==> src/rtl/pause_fade.sv <==
// Pause controller for arcade cores: it merges the pause sources, supports single-frame
// stepping while user-paused, and fades the video to a brightness floor after a pause timeout.
module pause_fade #(
   parameter int RW          = 8,
   parameter int GW          = 8,
   parameter int BW          = 8,
   parameter int NREQ        = 2,
   parameter int CLKSPD      = 12,
   parameter int SEC_CYCLES  = CLKSPD * 1000000,
   parameter int DIM_SECS    = 10,
   parameter int DIM_LEVEL   = 8,
   parameter int FADE_FRAMES = 4
) (
   input  logic                  clk_sys,
   input  logic                  reset,
   input  logic                  user_button,
   input  logic                  step_button,
   input  logic [NREQ-1:0]       pause_request,
   input  logic [NREQ-1:0]       req_mask,
   input  logic [1:0]            options,
   input  logic                  OSD_STATUS,
   input  logic                  vblank,
   input  logic [RW-1:0]         r,
   input  logic [GW-1:0]         g,
   input  logic [BW-1:0]         b,
   output logic                  pause_cpu,
   output logic                  user_paused,
   output logic                  dim_active,
   output logic [4:0]            bright,
   output logic [RW+GW+BW-1:0]   rgb_out
);

   // state | meaning
   // IDLE  | no step pending
   // ARM   | step accepted, waiting for the next vblank to release the CPU
   // RUN   | CPU released for one frame, re-paused at the next vblank
   typedef enum logic [1:0] {S_IDLE, S_ARM, S_RUN} step_t;

   localparam int PW = $clog2(SEC_CYCLES + 1);
   localparam int FW = $clog2(FADE_FRAMES + 1);

   step_t           state;
   logic            toggle;
   logic            btn_q, btn_armed, step_q, vb_q;
   logic [PW-1:0]   prescaler;
   logic [7:0]      sec_cnt;
   logic [FW-1:0]   frame_cnt;
   logic [4:0]      bright_q;
   logic            dim_q;
   logic [RW+GW+BW-1:0] rgb_q;

   logic req_hit, osd_hold, stepping, step_ok;
   logic user_edge, step_edge, vb_edge, dim_run;

   assign req_hit   = |(pause_request & req_mask);
   assign osd_hold  = OSD_STATUS & options[0];
   assign stepping  = (state == S_RUN);
   assign step_ok   = toggle & ~req_hit & ~osd_hold;
   assign user_edge = user_button & ~btn_q & btn_armed;
   assign step_edge = step_button & ~step_q;
   assign vb_edge   = vblank & ~vb_q;
   assign pause_cpu = (req_hit | (toggle & ~stepping) | osd_hold) & ~reset;
   assign dim_run   = pause_cpu & options[1];

   assign user_paused = toggle;
   assign dim_active  = dim_q;
   assign bright      = bright_q;
   assign rgb_out     = rgb_q;

   // btn_armed blocks a button that is already held when reset releases
   always_ff @(posedge clk_sys or posedge reset) begin
      if (reset) begin
         btn_q     <= 1'b0;
         btn_armed <= 1'b0;
         step_q    <= 1'b0;
         vb_q      <= 1'b0;
         toggle    <= 1'b0;
      end else begin
         btn_q  <= user_button;
         step_q <= step_button;
         vb_q   <= vblank;
         if (!user_button)
            btn_armed <= 1'b1;
         if (user_edge)
            toggle <= ~toggle;
      end
   end

   always_ff @(posedge clk_sys or posedge reset) begin
      if (reset) begin
         state <= S_IDLE;
      end else begin
         case (state)
            S_IDLE:  if (step_edge && step_ok && !user_edge) state <= S_ARM;
            S_ARM:   if (user_edge || !step_ok) state <= S_IDLE;
                     else if (vb_edge)          state <= S_RUN;
            S_RUN:   if (user_edge || !step_ok || vb_edge) state <= S_IDLE;
            default: state <= S_IDLE;
         endcase
      end
   end

   always_ff @(posedge clk_sys or posedge reset) begin
      if (reset) begin
         prescaler <= '0;
         sec_cnt   <= 8'd0;
         dim_q     <= 1'b0;
      end else if (dim_run) begin
         dim_q <= (sec_cnt == 8'(DIM_SECS));
         if (prescaler == PW'(SEC_CYCLES - 1)) begin
            prescaler <= '0;
            if (sec_cnt != 8'(DIM_SECS))
               sec_cnt <= sec_cnt + 8'd1;
         end else begin
            prescaler <= prescaler + PW'(1);
         end
      end else begin
         prescaler <= '0;
         sec_cnt   <= 8'd0;
         dim_q     <= 1'b0;
      end
   end

   always_ff @(posedge clk_sys or posedge reset) begin
      if (reset) begin
         frame_cnt <= '0;
         bright_q  <= 5'd16;
      end else if (!dim_q) begin
         frame_cnt <= '0;
         bright_q  <= 5'd16;
      end else if (vb_edge) begin
         if (frame_cnt == FW'(FADE_FRAMES - 1)) begin
            frame_cnt <= '0;
            if (bright_q > 5'(DIM_LEVEL))
               bright_q <= bright_q - 5'd1;
         end else begin
            frame_cnt <= frame_cnt + FW'(1);
         end
      end
   end

   logic [RW+4:0] r_prod;
   logic [GW+4:0] g_prod;
   logic [BW+4:0] b_prod;
   assign r_prod = {5'b0, r} * {{RW{1'b0}}, bright_q};
   assign g_prod = {5'b0, g} * {{GW{1'b0}}, bright_q};
   assign b_prod = {5'b0, b} * {{BW{1'b0}}, bright_q};

   always_ff @(posedge clk_sys or posedge reset) begin
      if (reset)
         rgb_q <= '0;
      else
         rgb_q <= {RW'(r_prod >> 4), GW'(g_prod >> 4), BW'(b_prod >> 4)};
   end

endmodule
==> config.mk <==
export PLATFORM = sky130hd
export DESIGN_NAME = pause_fade
export DESIGN_NICKNAME = d
export VERILOG_FILES = /design/src/rtl/pause_fade.sv
export SDC_FILE = /design/constraint.sdc
export NUM_CORES = 1
export LEC_CHECK = 0
export CORE_MARGIN = 2
export CORE_UTILIZATION = 45
export DETAILED_ROUTE_END_ITERATION = 16
export PLACE_DENSITY = 0.66
export SLEW_MARGIN = 5
export SYNTH_ARGS = -nofsm -noshare
export SYNTH_HDL_FRONTEND = slang
export SYNTH_SLANG_ARGS = --single-unit
==> constraint.sdc <==
create_clock -name clk_sys -period 9.1 [get_ports clk_sys]
set_input_delay 1.82 -clock clk_sys [delete_from_list [all_inputs] [get_ports clk_sys]]
set_output_delay 1.82 -clock clk_sys [all_outputs]
set_load 0.1 [all_outputs]
[After elaboration in Yosys (flattened, before gate mapping)]
Cells that the tools add are included.
Storage, ports and cells
  register bits: 72
  output and inout bits: 32
  logic and storage cells: 84
Operators by class
  $add $sub $neg: 4
  $mul: 3
  order comparisons: 1
  equal/unequal tests: 14
  multiplexer cells: 18
  bitwise operators: 21
  reductions and logical operators: 11
Operator list (number)
  $mux W24: 2
  $mul A8 B5 Y12: 3
  $add A24 B1 Y24 const B: 1
  $eq A24 B24 Y1 const B: 1
  $mux W8: 3
  $mux W5: 4
  $ne A2 B1 Y1 const B: 6
  $and A1 B1 Y1: 10
  $mux W3: 3
  $add A8 B1 Y8 const B: 1
  $eq A8 B4 Y1 const B: 1
  $mux W2: 4
  $ne A8 B4 Y1 const B: 1
  $not A1 Y1: 8
  $pmux W2 S3: 1
  $reduce_and A3 Y1: 2
  $gt A5 B4 Y1 const B: 1
  $sub A5 B1 Y5 const B: 1
  $add A3 B1 Y3 const B: 1
  $eq A3 B2 Y1 const B: 1
  $ne A3 B3 Y1 const B: 1
  $and A2 B2 Y2: 1
  $eq A2 B1 Y1 const B: 1
  $eq A2 B2 Y1 const B: 1
  9 further kinds: 13

[Longest topological paths before layout]
Gate-level depths: netlist of run 1.
  word-level depth: 10
  gate-level depth with buffers: 15
  depth with buffers taken out: 13

[Worst setup path after synthesis of run 1]
No wires, ideal clock.
  path type: input port to output port
  start: input port reset
  end: output port pause_cpu
  arrival time: 4.287 ns
  setup slack: 2.993 ns
  stages on the path: 2
  cell sequence: inv_1 and2_1
On the way
  word-level cells in the longest chain between the ends: 2
Ends and longest elaborated chain
  from (decl): RTL line 15  | input logic reset,
  $not A1 Y1: RTL line 62  | assign pause_cpu = (req_hit | (toggle & ~stepping) | osd_hold) & ~reset;
  $and A1 B1 Y1: RTL line 62
  to (decl): RTL line 26  | output logic pause_cpu,
No other way between the ends.

[Final worst setup path of run 1]
Same ends and word-level chain as after synthesis.

==> metrics.md, run 1 <==
| Metric | Value |
|---|---|
| Hpwl dp | 9530 µm |
| IO Count | 68 |
| Drt wl/cell | 13.79 µm |
| Relative slew slack | 0.3303 |
| Global-route wire length before repair | 21,820 µm |
| Cell taking the most area after synthesis | dfrtp_1 |
| Max cap viols | 0 |
| Startpoint Class | input port |
| Starting Density | 0.4544 |
| DR pass1 iterations | 4 |
| Via-to-Cell Ratio | 5.152 |
| Yosys reg bits | 72 |
| Final Setup Violations | 0 |
| Syn Inst Count | 659 |
| Leak pwr | 3.500 nW |
| CTS tree | built |
| Final nets | 866 |
| Total negative slack | 0 ps |
| Core area | 13,720 µm² |
| Average size of a mapped cell | 9.459 µm² |
| Area occupied by multi-input gates | 4038 µm² |
| Synthesis Warnings | 0 |
| Clock skew | 6.555 ps |
| Total congestion overflow | 0 |
| Die W | 121.7 µm |
| Fin crit share | 0.6766 |
| GRT Resource Usage Total | 0.1835 |
| Row count | 43 |
| Register Area | 1803 µm² |
| Hold depth | 1 |
| Cell variety after synth | 55 |
| Routability cong. | 0.8148 |
| Final WL | 12,500 µm |
| Ys flop type | dfrtp_1 |
| Crit path DAT | 4340 ps |
| Worst R2R End | rgb_out[13] |
| H-Tree Depth | 3 |
| Layout area overhead | 18.17% |
| Clock-pin transition on the worst setup and hold timing paths | 60 ps |
| Peak supply drop | 0.07889 mV |
| Reg-to-Reg Start | bright[3] |
| Data required time of the worst path | 7280 ps |
| Vias in the first global route | 4,840 |
| Worst Hold Path EP | state[0] |
| EDFF count, synth | 0 |
| Largest net degree at the start of global routing | 77 |
| Post-synthesis net count | 803 |
| CTS max path bufs | 2 |
| Post-synth top area share | 0.2850 |
| Hold Crit Class | flip-flop to flip-flop |
| Post-CTS setup buffers | 0 |
| Share of layout cells above drive strength 1 | 0.04402 |
| Post-Layout Cell Count | 907 |
| DRC viols | 0 |
| R2R setup slack | 4530 ps |
| Asr flop ratio synth | 1.000 |
| HP Start | state[1] |
| CP endpoint kind | primary output |
| Number of fillers in the final layout | 1,251 |
| Final number of hold-violating endpoints | 0 |
| Sink Count | 72 |
| Antenna-violating nets left | 0 |
| RSZ-0062 raised after global routing | no |
| Worst slew pin tran | 1001 ps |
| Netlist Area Pre-Place | 6233 µm² |
| Final antenna diode count | 0 |
| Reg2reg path depth | 12 |
| Die H | 121.7 µm |
| Fmax | 0.1624 GHz |
| Sequential element share of the synthesized area | 0.2892 |
| Crit-path max FO | 76 |
| Placed Instances | 891 |
| Initial antenna violation count | 0 |
| Result of the run | completed |
| Post-CTS resize count | 0 |
| CP Class | input port to primary output |
| Number of DRC markers in iteration 0 | 189 |
| Clk_lat worst skew | 340 ps |
| # port buffers | 67 |
| Fin. max-slew vios | 0 |
| CTS hold repair buffers | 0 |
| Total number of vias | 4,673 |
| Clock Tree Root | clkbuf_16 |
| Pwr/cell area | 115.1 nW/µm² |
| Top post-synthesis cells by area | dfrtp_1, fa_1, ha_1, and2_1, inv_1 |
| Die area | 14,810 µm² |
| Crit path time final | 6157 ps |
| CTS buffer count | 9 |
## cells in the final DEF (no fill, tap or decap), types with 9 or more instances in the layout
cell type        count
inv_1               85
and2_1              78
dfrtp_1             71
clkdlybuf4s50_1     67
ha_1                60
nand2_1             58
fa_1                48
nor2_1              46
xnor2_1             35
xor2_1              20
nand3_1             17
a21oi_1             16
and3_1              12
nor3_1              10
clkbuf_16            9
## power breakdown
part	switching (mW)	internal, mW	leakage [nW]
Clock	0.132	0.219	0.145
Combinational	0.112	0.0486	2.42
Sequential	0.00536	0.330	0.932
## kinds of logic after synthesis
| family | Yosys count | share of synthesized area |
|---|---|---|
| adders and majority gates | 108 | 0.2746 |
| AOI/OAI and AO/OA | 58 | 0.06504 |
| xor gates and xnor gates | 55 | 0.07728 |
| muxes | 1 | 0.001606 |
| DFF | 72 | 0.2892 |
| and+or+nand+nor | 263 | 0.2292 |
| buffers and inverters | 102 | 0.06303 |
## worst max-delay path: stages
cell	delay, ps
clkdlybuf4s50_1	410
inv_2	50
buf_4	700
and2_1	230
clkdlybuf4s50_1	1130
## how the worst max path moves through the flow
| stage | startpoint | endpoint |
|---|---|---|
| floorplan | reset | pause_cpu |
| finish | reset | pause_cpu |
| global placement | reset | pause_cpu |
| CTS | reset | pause_cpu |
| detailed placement | reset | pause_cpu |
| global route | reset | pause_cpu |
## metal layers
metal  global-route usage  up-vias  part of all wire
met1               0.2257     2341              0.45
met5                    0        -                 0
met2               0.3318       50              0.52
met4              0.05532        0             0.015
met3              0.02856       14             0.025
li1                     -     2268                 -
## cell usage after synthesis, drive strengths merged (3+ instances only)
cell type and instances:
nand4 8, fa 48, ha 60, o211ai 4
or4 4, nor2b 6, a221o 3, nor3 11
a21oi 17, buf 3, and3 12, a31o 3
o21a 3, a21o 4, and2 78, and4 7
clkbuf 13, nand3 19, o21ai 8, xnor2 35
nor2 47, nand2b 3, nand2 58, dfrtp 71
or3 4, inv 86, xor2 20, nor4 3
## layout make-up
class | count | area share
Multi-Input combinational cell | 485 | 0.5482
Sequential cell | 72 | 0.2448
Timing Repair Buffer | 68 | 0.09207
Inverter | 86 | 0.04383
Clock buffer | 11 | 0.03295
Tap cell | 180 | 0.03058
Clock inverter | 5 | 0.007644
## per-stage QoR
stage	worst slack, ps	power, mW	util	cell area, µm²	hold slack (ps)
CTS	2847	0.8555	0.5369	7366	461.6
floorplan	2993	0.4512	-	6233	428.2
global route	2716	0.8804	0.5369	7366	500.6
detailed placement	2844	0.5027	0.5151	7067	449.6
global placement	2861	0.4999	0.5151	7067	437.3
finish	2943	0.8474	0.5369	7366	470.0
## sequential cells by signal, indices dropped and copies added, names as in the netlist
signal and count:
dim_active 1, sec_cnt 8, bright 5, user_paused 1, step_q 1, btn_armed 1, btn_q 1, state 2
frame_cnt 3, prescaler 24, rgb_out 24, vb_q 1
No activity file was read; power rests on OpenSTA's default activity.
==> run 2: changes to the inputs <==
Settings changed: PLACE_DENSITY 0.66 to 0.68.
Clock period 9.1 ns to 5.6 ns, I/O delays scaled along.
==> metrics.md, run 2 (synthesis gave the netlist of run 1 again) <==
| Metric | Value |
|---|---|
| Post-CTS resize count | 0 (unchanged) |
| CTS max path bufs | 2 (unchanged) |
| Share of layout cells above drive strength 1 | 0.04808 (+0.004060) |
| Startpoint Class | input port |
| Antenna-violating nets left | 0 (unchanged) |
| Die H | 121.7 µm (unchanged) |
| Post-Layout Cell Count | 908 (+0.11%) |
| Final worst slack | 748.8 ps (-2194 ps) |
| HP Start | btn_armed |
| Relative slew slack | 0.3359 (+0.005632) |
| Placed Instances | 892 (+0.11%) |
| Result of the run | completed |
| Via-to-Cell Ratio | 5.083 (-1.3%) |
| DRC viols | 0 (unchanged) |
| Fin. max-slew vios | 0 (unchanged) |
| Number of DRC markers in iteration 0 | 275 (+46%) |
| Post-CTS setup buffers | 0 (unchanged) |
| Hpwl dp | 9566 µm (+0.38%) |
| Final number of hold-violating endpoints | 0 (unchanged) |
| Reg2reg path depth | 12 (unchanged) |
| Worst R2R End | rgb_out[13] |
| R2R setup slack | 1060 ps (-3470 ps) |
| H-Tree Depth | 3 (unchanged) |
| RSZ-0062 raised after global routing | no |
| Peak supply drop | 0.1053 mV (+33%) |
| Vias in the first global route | 4,692 (-3.1%) |
| IO Count | 68 (unchanged) |
| Max cap viols | 0 (unchanged) |
| Global-route wire length before repair | 21,790 µm (-0.16%) |
| Final WL | 12,460 µm (-0.38%) |
| Total number of vias | 4,615 (-1.2%) |
| Die area | 14,810 µm² (unchanged) |
| CP endpoint kind | flip-flop |
| Routability cong. | 0.8091 (-0.70%) |
| Fin crit share | 0.8663 |
| Worst slack, placed | 366.2 ps (-2478 ps) |
| Drt wl/cell | 13.72 µm (-0.49%) |
| Leak pwr | 3.497 nW (about the same) |
| Layout area overhead | 18.09% (about the same) |
| Clk_lat worst skew | 340 ps (about the same) |
| Final antenna diode count | 0 (unchanged) |
| Crit-path max FO | 5 (-93%) |
| Crit path time final | 4851 ps |
| Hold Crit Class | flip-flop to flip-flop |
| Total congestion overflow | 0 (unchanged) |
| Die W | 121.7 µm (unchanged) |
| Number of fillers in the final layout | 1,244 (-0.56%) |
| Sink Count | 72 (unchanged) |
| Worst slew pin tran | 993.0 ps (-8.422 ps) |
| Commonest non-fill, non-tap cell in the layout | inv_1 |
| GRT Resource Usage Total | 0.1844 (+0.0008383) |
| Total negative slack | 0 ps (unchanged) |
| DR pass1 iterations | 4 (unchanged) |
| Final Setup Violations | 0 (unchanged) |
| Core area | 13,720 µm² (unchanged) |
| Crit path DAT | 5080 ps (+740 ps) |
| Row count | 43 (unchanged) |
| Initial antenna violation count | 0 (unchanged) |
| Clock-pin transition on the worst setup and hold timing paths | 60 ps (about the same) |
| CTS hold repair buffers | 0 (unchanged) |
| Data required time of the worst path | 5830 ps (-1450 ps) |
| Fmax | 0.2061 GHz |
| Worst Hold Path EP | btn_armed |
| Hold depth | 1 (unchanged) |
| CTS tree | built |
| Clock skew | 4.752 ps (-1.803 ps) |
| Reg-to-Reg Start | bright[3] |
| # port buffers | 67 (unchanged) |
| Pwr/cell area | 184.7 nW/µm² (+61%) |
| Final nets | 867 (+0.12%) |
| CP Class | input port to flip-flop |
| Commonest cells after routing, fill and taps aside | inv_1, and2_1, dfrtp_1, clkdlybuf4s50_1, ha_1 |
| CTS buffer count | 9 (unchanged) |
| Largest net degree at the start of global routing | 53 (-31%) |
| Clock Tree Root | clkbuf_16 |
| Starting Density | 0.4544 (unchanged) |
-- run 2: per-layer routing --
metal / GRT usage / vias up / wire (µm)
met1: 0.2352 / 2275 / 5613
met5: 0 / - / 0
met4: 0.04095 / 0 / 129
met2: 0.3213 / 55 / 6305
met3: 0.04120 / 10 / 410
li1: - / 2275 / -
-- run 2: worst max-delay path, stage by stage --
cell and delay (ps):
clkdlybuf4s50_1 470, and2_1 210, fa_1 520, fa_1 550, inv_1 50, fa_1 520
inv_1 40, ha_1 330, and4_1 240, a2111oi_2 480, o21ai_0 220, a211oi_1 260
nor2_1 60
-- run 2: layout make-up --
class / instances / area, µm² / area share
clock inverter: 6 / 50.05 / 0.006799
sequential: 72 / 1803 / 0.2449
inverter: 86 / 322.8 / 0.04386
timing repair buffer: 69 / 683.2 / 0.09281
multi-input combinational: 485 / 4038 / 0.5485
tap: 180 / 225.2 / 0.03060
clock buffer: 10 / 239.0 / 0.03247
-- run 2: how the worst max path moves through the flow --
stage / start / depth (start not counted) / end
floorplan: bright[3] / 14 / rgb_out[21]
global placement: g[1] / 13 / rgb_out[13]
detailed placement: g[1] / 13 / rgb_out[13]
CTS: g[1] / 13 / rgb_out[13]
global route: g[1] / 13 / rgb_out[13]
finish: g[1] / 13 / rgb_out[13]
-- run 2: metrics by stage --
stage	cell area [µm²]	util	hold WS [ps]	power, mW
after floorplan	6233	-	428.2	0.7332
after global placement	7072	0.5155	439.7	0.8125
after detailed placement	7072	0.5155	454.1	0.8164
after CTS	7361	0.5365	467.9	1.374
after global routing	7361	0.5365	479.2	1.420
final	7361	0.5365	463.1	1.360
-- run 2: power breakdown --
part           total [mW]  switching, mW  internal, mW
Combinational       0.261          0.182        0.0792
Sequential          0.544        0.00858         0.536
Clock               0.555          0.238         0.317
